## src/rtl/mem_bus_arbiter.sv

```systemverilog
// Shares one SRAM-like bus between fetch and data ports; data first, fetch wins after STARVE_LIMIT blocked grants.
// Latency: addr_ok in the grant cycle, mem_req from the next cycle, owner's data_ok combinational with mem_data_ok.
// Backpressure: one outstanding transaction; requesters hold until addr_ok, no grant outside IDLE.
module mem_bus_arbiter #(
    parameter int STARVE_LIMIT = 4
) (
    input  logic        clk,
    input  logic        resetn,
    input  logic        inst_req,
    input  logic [31:0] inst_addr,
    output logic        inst_addr_ok,
    output logic        inst_data_ok,
    output logic [31:0] inst_rdata,
    input  logic        data_req,
    input  logic        data_wr,
    input  logic [3:0]  data_wstrb,
    input  logic [31:0] data_addr,
    input  logic [31:0] data_wdata,
    output logic        data_addr_ok,
    output logic        data_data_ok,
    output logic [31:0] data_rdata,
    output logic        mem_req,
    output logic        mem_wr,
    output logic [3:0]  mem_wstrb,
    output logic [31:0] mem_addr,
    output logic [31:0] mem_wdata,
    input  logic        mem_addr_ok,
    input  logic        mem_data_ok,
    input  logic [31:0] mem_rdata
);
    typedef enum logic [1:0] {IDLE, ADDR, WAIT, LOCAL} state_t;
    typedef enum logic {OWN_INST, OWN_DATA} owner_t;

    localparam logic [3:0] LIMIT = 4'(STARVE_LIMIT);

    state_t      state;
    owner_t      owner;
    logic        lat_wr;
    logic [3:0]  lat_wstrb;
    logic [31:0] lat_addr;
    logic [31:0] lat_wdata;
    logic [3:0]  starve_cnt;
    logic        grant_inst;
    logic        grant_data;
    logic        zero_wr;
    logic        bus_done;

    // Grants are suppressed while reset is asserted so no handshake is lost to a reset edge.
    always_comb begin
        grant_inst = 1'b0;
        grant_data = 1'b0;
        if (resetn && state == IDLE) begin
            grant_inst = inst_req && (!data_req || starve_cnt == LIMIT);
            grant_data = data_req && !grant_inst;
        end
    end

    assign zero_wr      = data_wr && (data_wstrb == 4'b0000);
    assign bus_done     = resetn && (state == WAIT) && mem_data_ok;

    assign inst_addr_ok = grant_inst;
    assign data_addr_ok = grant_data;
    assign inst_data_ok = bus_done && (owner == OWN_INST);
    assign data_data_ok = (bus_done && (owner == OWN_DATA)) || (resetn && state == LOCAL);
    assign inst_rdata   = mem_rdata;
    assign data_rdata   = mem_rdata;

    assign mem_req      = (state == ADDR);
    assign mem_wr       = lat_wr;
    assign mem_wstrb    = lat_wstrb;
    assign mem_addr     = lat_addr;
    assign mem_wdata    = lat_wdata;

    always_ff @(posedge clk) begin
        if (!resetn) begin
            state      <= IDLE;
            owner      <= OWN_INST;
            lat_wr     <= 1'b0;
            lat_wstrb  <= 4'b0000;
            lat_addr   <= 32'h0;
            lat_wdata  <= 32'h0;
            starve_cnt <= 4'd0;
        end else begin
            case (state)
                IDLE: begin
                    if (grant_inst) begin
                        owner      <= OWN_INST;
                        lat_wr     <= 1'b0;
                        lat_wstrb  <= 4'b0000;
                        lat_addr   <= inst_addr;
                        lat_wdata  <= 32'h0;
                        starve_cnt <= 4'd0;
                        state      <= ADDR;
                    end else if (grant_data) begin
                        owner      <= OWN_DATA;
                        lat_wr     <= data_wr;
                        lat_wstrb  <= data_wstrb;
                        lat_addr   <= data_addr;
                        lat_wdata  <= data_wdata;
                        if (inst_req && starve_cnt < LIMIT)
                            starve_cnt <= starve_cnt + 4'd1;
                        // A write with no enabled bytes completes locally without a bus cycle.
                        state      <= zero_wr ? LOCAL : ADDR;
                    end
                end
                ADDR:    if (mem_addr_ok) state <= WAIT;
                WAIT:    if (mem_data_ok) state <= IDLE;
                LOCAL:   state <= IDLE;
                default: state <= IDLE;
            endcase
        end
    end
endmodule

```

## config.mk

```make
export PLATFORM = sky130hd
export DESIGN_NAME = mem_bus_arbiter
export DESIGN_NICKNAME = d
export VERILOG_FILES = /design/src/rtl/mem_bus_arbiter.sv
export SDC_FILE = /design/constraint.sdc
export NUM_CORES = 1
export LEC_CHECK = 0
export ABC_AREA = 0
export BUFFER_PORTS_ARGS = -buffer_cell sky130_fd_sc_hd__buf_4
export CAP_MARGIN = 20
export CORE_AREA = 2 2 109 111
export CTS_CLUSTER_DIAMETER = 150
export DETAILED_ROUTE_END_ITERATION = 6
export DIE_AREA = 0 0 111 113
export GPL_ROUTABILITY_DRIVEN = 0
export PLACE_DENSITY = 0.77
export SYNTH_ARGS = -nofsm -noshare
export SYNTH_HDL_FRONTEND = slang
export SYNTH_SLANG_ARGS = --single-unit
```

## constraint.sdc

```tcl
create_clock -name clk -period 2.68 [get_ports clk]
set_input_delay 0.67 -clock clk [delete_from_list [all_inputs] [get_ports clk]]
set_output_delay 0.67 -clock clk [all_outputs]
set_load 0.005 [all_outputs]
```

Yosys cells after proc, flatten, opt, wreduce, memory -nomap -nowiden
Cells that the tools add are included.
W data, S select, Z words.
- bitwise gates (word level): 1
- order comparisons: 1
- reduce and logical (&&, ||, !) cells: 21
- add/subtract/negate cells: 1
- multiplexer cells: 21
- equal/unequal tests: 7
- operators with widths (kind ; number):
    $mux W32 ; 4
    $mux W4 ; 5
    $logic_and A1 B1 Y1 ; 10
    $mux W2 ; 5
    $pmux W2 S4 ; 1
    $mux W1 ; 6
    $reduce_and A3 Y1 ; 2
    $add A4 B1 Y4 const B ; 1
    $eq A2 B2 Y1 const B ; 2
    $eq A4 B3 Y1 const B ; 1
    $logic_not A4 Y1 ; 1
    $lt A4 B3 Y1 const B ; 1
    $reduce_bool A2 Y1 ; 2
    $ne A3 B3 Y1 const B ; 1
    $eq A2 B1 Y1 const B ; 1
    $logic_not A1 Y1 ; 2
    $logic_not A2 Y1 ; 1
    $logic_or A1 B1 Y1 ; 2
    $ne A2 B1 Y1 const B ; 1
    $ne A2 B2 Y1 const B ; 1
    $reduce_and A2 Y1 ; 1
    $not A1 Y1 ; 1
- input bits: 139
- logic and storage cells: 59
- register bits: 76
- output and inout port bits: 138

Depth between registers and ports, before layout
Gate-level depths: netlist of the first run.
- depth after elaboration: 9
- depth in mapped cells: 9
- depth with buffers taken out: 7

Worst setup path after synthesis of the first run
Ideal clock, no wire load.
- path type: input-to-output
- start: input port data_req
- end: output port inst_addr_ok
- data arrival time: 1.372 ns
- stages: 5
- path buffers: 3
- data required time: 2.010 ns
- slack: 0.638 ns
- cell sequence: clkbuf_1 -> a21o_1 -> buf_2 -> inv_4 -> buf_4
- cells in the longest elaborated chain, start to end: 4
- ends and longest elaborated chain (what ; RTL line ; RTL):
    from (decl) ; 14 ; input logic data_req,
    $logic_not A1 Y1 ; 53 ; grant_inst = inst_req && (!data_req || starve_cnt == LIMIT);
    $logic_or A1 B1 Y1 ; 53 ;
    $logic_and A1 B1 Y1 ; 53 ;
    $mux W1 ; 52 ; if (resetn && state == IDLE) begin
    to (decl) ; 11 ; output logic inst_addr_ok,
No other way between the ends.

Worst setup path after layout of the first run
- start: input port resetn
- end: output port data_addr_ok
- cells in the longest elaborated chain, start to end: 2
- ends and longest elaborated chain (what ; RTL line ; RTL):
    from (decl) ; 8 ; input logic resetn,
    $logic_and A1 B1 Y1 ; 52 ;
    $mux W1 ; 52 ;
    to (decl) ; 19 ; output logic data_addr_ok,
No other way between the ends.

==> results.json, run 1 <==
{
  "end_kind": "output pin",
  "port_buffers": 180,
  "cts_sinks": 76,
  "finalSetupViolCount": 0,
  "syn2layout_area_growth_pct": 36.0,
  "cap_violations": 0,
  "totalWireLength_mm": 10.9,
  "fin_cells": 667,
  "min_period_over_period_pct": 81.9,
  "cp-startpoint": "resetn",
  "fp.dieW_um": 111,
  "cts_buffers": 9,
  "ant_nets": 0,
  "chipHeight_um": 113,
  "rows": 39,
  "dp.cells": 651,
  "finalWorstPathRequiredPeriod_ps": 2190,
  "max_slew.worst_pin.slew_ps": 972,
  "ys_seq_elements": 76,
  "drt_iter0_drc": 125,
  "fin_setup_tns_ps": 0,
  "start_util_pct": 31.5,
  "grt_max_degree": 43,
  "globalRouteTotalUtil_pct": 16.6,
  "min_from": "starve_cnt[3]",
  "status": "completed",
  "crit_path_start_kind": "primary input",
  "total_power_w": 0.00297,
  "syn_inst": 415,
  "hold_viol": 0,
  "yosysSeqAreaShare_pct": 42.9,
  "power_density_nw_per_um2": 615,
  "finClkSkew_ps": 6.05,
  "drive_above_1_share_pct": 39.7,
  "diodes": 0,
  "cts_resized": 0,
  "reg2reg_slack_ps": 920,
  "cts.path.max_buffers": 2,
  "worstPathCellList": "buf_4 > nor3b_4 > and3_1 > buf_4",
  "clkLatencyLatePin_ps": 330,
  "yosys_warnings": 0,
  "grt_pass1_wl_mm": 16.9,
  "vdd_drop_max_mv": 0.269,
  "grt_pass1_vias": 3324,
  "rsz0062_at_grt": "false",
  "antenna_found_initial": 0,
  "hold_slack_ps": 522,
  "synth_top_area_share_pct": 42.9,
  "design_area_um2": 4830,
  "cp.required_ps": 2010,
  "ios": 277,
  "r2r_start": "state[1]",
  "crit_type": "primary input to output pin",
  "arrival_ps": 1520,
  "postPlaceCellArea_um2": 4540,
  "cts_tree": "done",
  "yosysTopAreaCell": "dfxtp_1",
  "maxSlewHeadroom_pct": 34.9,
  "vias": 3296,
  "max_freq_mhz": 456,
  "drt_pass1_iterations": 5,
  "dp_hpwl_mm": 7.92,
  "crit_top_cell": "buf_4",
  "synth_cell_types": 31,
  "syn_nets": 556,
  "h-tree-depth": 3,
  "cp_slowest_stage_delay_ps": 320,
  "crit_family": "simple AND/OR/NAND/NOR gates",
  "cpMaxStageDelayCell": "nor3b_4",
  "wl_per_cell_um": 16.3,
  "syn-mean-instance-area_um2": 8.55,
  "path_buf_inv": 2,
  "hold_class": "flip-flop to flip-flop",
  "gr-total-overflow": 0,
  "clk_pin_slew_worst_paths_ps": 60,
  "synth_area_leaders": "dfxtp_1, buf_4, a21oi_1",
  "postCtsSetupRepairBufs": 0,
  "core_area_um2": 11300,
  "die_area_um2": 12500,
  "final_max_slew_viol_count": 0,
  "cts_hold_buf": 0,
  "fin_nets": 660,
  "cts_root_buf": "clkbuf_16",
  "via_per_inst": 4.94,
  "critPathMaxFanout": 18,
  "syn-cell-area_um2": 3550,
  "power.leakage_nw": 2.21,
  "drc": 0
}
[synth_stat cells]
library cell,instances
dfxtp_1,76
a21oi_1,67
buf_4,67
nor2b_1,39
a22oi_1,37
nand2_1,35
o21ai_0,30
clkbuf_1,17
nor2_1,9
buf_2,8
inv_1,3
o21ai_1,3
and3_1,2
buf_6,2
ha_1,2
nand4b_1,2
nor4b_1,2
a21boi_0,1
a21o_1,1
a31o_2,1
a41oi_1,1
inv_4,1
mux2i_1,1
nand2b_1,1
nand3b_1,1
nand4_1,1
nand4bb_1,1
nor3_2,1
nor3b_4,1
o21ai_2,1
xnor2_1,1
[cell families (layout without fill, tap and decap cells)]
| kind of cell | count (synthesis) | after routing | synth area share, % |
|---|---|---|---|
| AOI/OAI and AO/OA | 142 | 142 | 23.1 |
| adders and majority gates | 2 | 2 | 0.705 |
| DFF | 76 | 76 | 42.9 |
| buffers and inverters | 98 | 207 | 18.2 |
| xor gates and xnor gates | 1 | 1 | 0.247 |
| muxes | 1 | 1 | 0.282 |
| and+or+nand+nor | 95 | 95 | 14.6 |
[final timing paths]
path,to,depth (start not counted)
max,data_addr_ok,4
min,starve_cnt[3],1
max reg2reg,mem_wdata[3],5
min reg2reg,starve_cnt[3],1
[report_power, final]
| part | total, W | leakage [nW] | switching (W) | internal (W) |
|---|---|---|---|---|
| registers | 0.00127 | 0.622 | 0.0000562 | 0.00122 |
| logic | 0.000555 | 1.45 | 0.000249 | 0.000306 |
| clock network | 0.00114 | 0.135 | 0.000482 | 0.000658 |
[metrics by stage]
stage	setup slack (ps)	utilization (%)
floorplan	638	-
global placement	502	40.3
detailed placement	472	40.3
CTS	481	42.8
global route	323	42.8
finish	486	42.8
[state kept, by name, indices dropped and copies added (netlist names)]
| name | count |
|---|---|
| mem_addr | 32 |
| starve_cnt | 4 |
| mem_wr | 1 |
| mem_wdata | 32 |
| mem_wstrb | 4 |
| owner | 1 |
| state | 2 |
[per-layer routing]
metal	part of all wire, %	global-route usage (%)
met1	39	18.6
met3	7.3	4.82
met4	2.5	6.58
met2	51	29.8
met5	0	0
[cells in the final DEF (no fill, tap or decap), types with 2 or more instances in the layout]
master / Yosys / final
o21ai_1: 3 / 3
nand2_1: 35 / 35
ha_1: 2 / 2
inv_6: 0 / 2
a22oi_1: 37 / 37
nor4b_1: 2 / 2
buf_12: 0 / 2
a21oi_1: 67 / 67
nor2b_1: 39 / 39
nand4b_1: 2 / 2
clkbuf_16: 0 / 9
inv_1: 3 / 3
and3_1: 2 / 2
nor2_1: 9 / 9
clkinvlp_4: 0 / 2
dfxtp_1: 76 / 76
buf_4: 67 / 185
o21ai_0: 30 / 30
[cell type report]
type	count	area, µm²
fillers	1122	6450
flip-flops and latches	76	1520
repair buffers	187	1430
multi-input cells	241	1390
clock buffers	10	239
well taps	143	179
clock inverters	6	46.3
inverters	4	17.5
No activity file was read; power rests on OpenSTA's default activity.
==> run 2, diff against run 1 <==
Settings changed: ABC_AREA 0 to 1, CORE_AREA 2 2 109 111 to 2 2 108 110, DIE_AREA 0 0 111 113 to 0 0 110 112, PLACE_DENSITY 0.77 to 0.83.
Clock period 2.68 ns to 1.8 ns, I/O delays scaled along.
==> run 2 against run 1 <==
First-iteration DRC count grew 71%. Wire length shrank 9.1%. Flip-flop and latch count is the same. Synthesized cell count grew 36%. Via count grew 13%. Critical path depth grew 3.
==> results.json, run 2 <==
{
  "finalWorstPathRequiredPeriod_ps": 1780,
  "cp.required_ps": 1350,
  "end_kind": "output pin",
  "finClkSkew_ps": 5.75,
  "power.leakage_nw": 2.63,
  "syn-cell-area_um2": 3840,
  "drc": 0,
  "final_util_pct": 46.9,
  "ios": 277,
  "ant_nets": 0,
  "antenna_found_initial": 0,
  "yosys_most_used_dff": "dfxtp_1",
  "yosys_warnings": 0,
  "min_from": "data_wdata[7]",
  "maxSlewHeadroom_pct": 70.3,
  "power_density_nw_per_um2": 922,
  "min_to": "mem_wdata[7]",
  "start_util_pct": 34.3,
  "r2r_cells": 9,
  "synth_edf_count": 0,
  "rsz0062_at_grt": "true",
  "fillers": 1127,
  "via_per_inst": 4.54,
  "diodes": 0,
  "syn_inst": 563,
  "final_cell_mix": "buf_4, nand2_1, dfxtp_1",
  "vdd_drop_max_mv": 0.575,
  "die_area_um2": 12300,
  "final_max_slew_viol_count": 0,
  "globalRouteTotalUtil_pct": 15.9,
  "chipHeight_um": 112,
  "ys_seq_elements": 76,
  "synth_cell_types": 25,
  "hold_viol": 0,
  "arrival_ps": 1330,
  "grt_max_degree": 71,
  "drive_above_1_share_pct": 33.1,
  "dp_slack_ps": 80.6,
  "wl_per_cell_um": 12.1,
  "synth_top_area_share_pct": 39.7,
  "grt_pass1_vias": 3378,
  "worst_slack_ps": 16.7,
  "max_freq_mhz": 561,
  "cts_sinks": 76,
  "synth_commonest_cells": "nand2_1, dfxtp_1, nor2_1, nand3_1, buf_4",
  "cts.path.max_buffers": 2,
  "yosysSeqAreaShare_pct": 39.7,
  "crit_type": "flip-flop to output pin",
  "finalSetupViolCount": 0,
  "h-tree-depth": 3,
  "fin_nets": 812,
  "core_area_um2": 11200,
  "ys_async_sr_fraction_pct": 0,
  "syn-mean-instance-area_um2": 6.81,
  "cp-startpoint": "starve_cnt[1]",
  "critPathMaxFanout": 3,
  "cts_root_buf": "clkbuf_16",
  "min_period_over_period_pct": 99.1,
  "vias": 3718,
  "status": "completed",
  "crit_path_start_kind": "flip-flop",
  "syn_nets": 704,
  "gr-total-overflow": 0,
  "syn2layout_area_growth_pct": 36.6,
  "max_slew.worst_pin.slew_ps": 444,
  "clkLatencyLatePin_ps": 330,
  "r2r-end": "mem_addr[1]",
  "clk_pin_slew_worst_paths_ps": 60,
  "synth_area_leaders": "dfxtp_1, nand2_1, buf_4",
  "hold_class": "primary input to flip-flop",
  "drt_pass1_iterations": 4,
  "layout_commonest_cell": "buf_4",
  "cts_buffers": 9,
  "grt_pass1_wl_mm": 15.3,
  "yosysMostFrequentCell": "nand2_1",
  "port_buffers": 180,
  "drt_iter0_drc": 214,
  "rows": 39,
  "cap_violations": 0,
  "hold_depth": 3,
  "totalWireLength_mm": 9.87,
  "reg2reg_slack_ps": 220,
  "cts_tree": "done",
  "fp.dieW_um": 110,
  "dp_hpwl_mm": 6.95,
  "yosysTopAreaCell": "dfxtp_1",
  "fin_setup_tns_ps": 0,
  "r2r_start": "starve_cnt[1]"
}
## run 2: worst max-delay path by stage
stage / endpoint / slack [ps] / depth (start not counted)
floorplan: inst_addr_ok / 140 / 7
global placement: data_addr_ok / 110 / 6
detailed placement: mem_addr[11] / 80 / 8
CTS: inst_addr_ok / 0.6 / 7
global route: inst_addr_ok / -50 / 7
finish: inst_addr_ok / 20 / 7
## run 2: critical path, cell delays in order (launching register included)
cell,delay (ps)
dfxtp_2,320
inv_2,60
ha_4,140
nand2_4,50
o21ai_4,200
nand2_2,90
inv_2,60
buf_6,80
## run 2: cells by family after synthesis
logic type / count (synthesis) / synth area share, %
compound gates: 46 / 6.23
flops: 76 / 39.7
fa+ha+maj: 2 / 0.652
buf+inv: 139 / 20.7
simple gates: 299 / 32.5
xor+xnor: 1 / 0.228
## run 2: metrics by stage
| step | power (W) | cell area, µm² | hold slack [ps] | instances |
|---|---|---|---|---|
| after global routing | 0.00512 | 5240 | 370 | 819 |
| after global placement | 0.00292 | 4850 | 452 | 799 |
| after detailed placement | 0.00293 | 4850 | 456 | 799 |
| after floorplan | 0.00253 | 3840 | 442 | 563 |
| final | 0.00483 | 5240 | 373 | 819 |
| after CTS | 0.00490 | 5210 | 357 | 817 |
## run 2: layout make-up
cell class / count / area, µm² / share of cell area (%)
well taps: 143 / 179 / 3.41
flip-flops and latches: 76 / 1520 / 29.1
multi-input cells: 348 / 1550 / 29.6
repair buffers: 192 / 1500 / 28.6
clock buffers: 12 / 246 / 4.70
clock inverters: 4 / 72.6 / 1.38
inverters: 44 / 168 / 3.20
## run 2: metal layers
layer / global-route usage [%] / wire (µm) / up-vias / share of wire (%)
li1: - / - / 1894 / -
met1: 16.7 / 3960 / 1638 / 40
met3: 7.49 / 1080 / 27 / 11
met4: 7.59 / 293 / 0 / 3.0
met2: 26.4 / 4540 / 159 / 46
met5: 0 / 0 / - / 0
## run 2: power breakdown
part           switching [W]  leakage [nW]  total, W  internal [W]
clock               0.000675         0.153   0.00193       0.00125
sequential         0.0000718         0.622   0.00189       0.00182
combinational       0.000506          1.86   0.00102      0.000511
## run 2: what timing repair did
action / CTS / global route
setup endpoints to repair: 2 / 2
pin swaps: 3 / 3
hold buffers: 0 / 0
resized for setup: 9 / 7
buffers inserted: 2 / 2
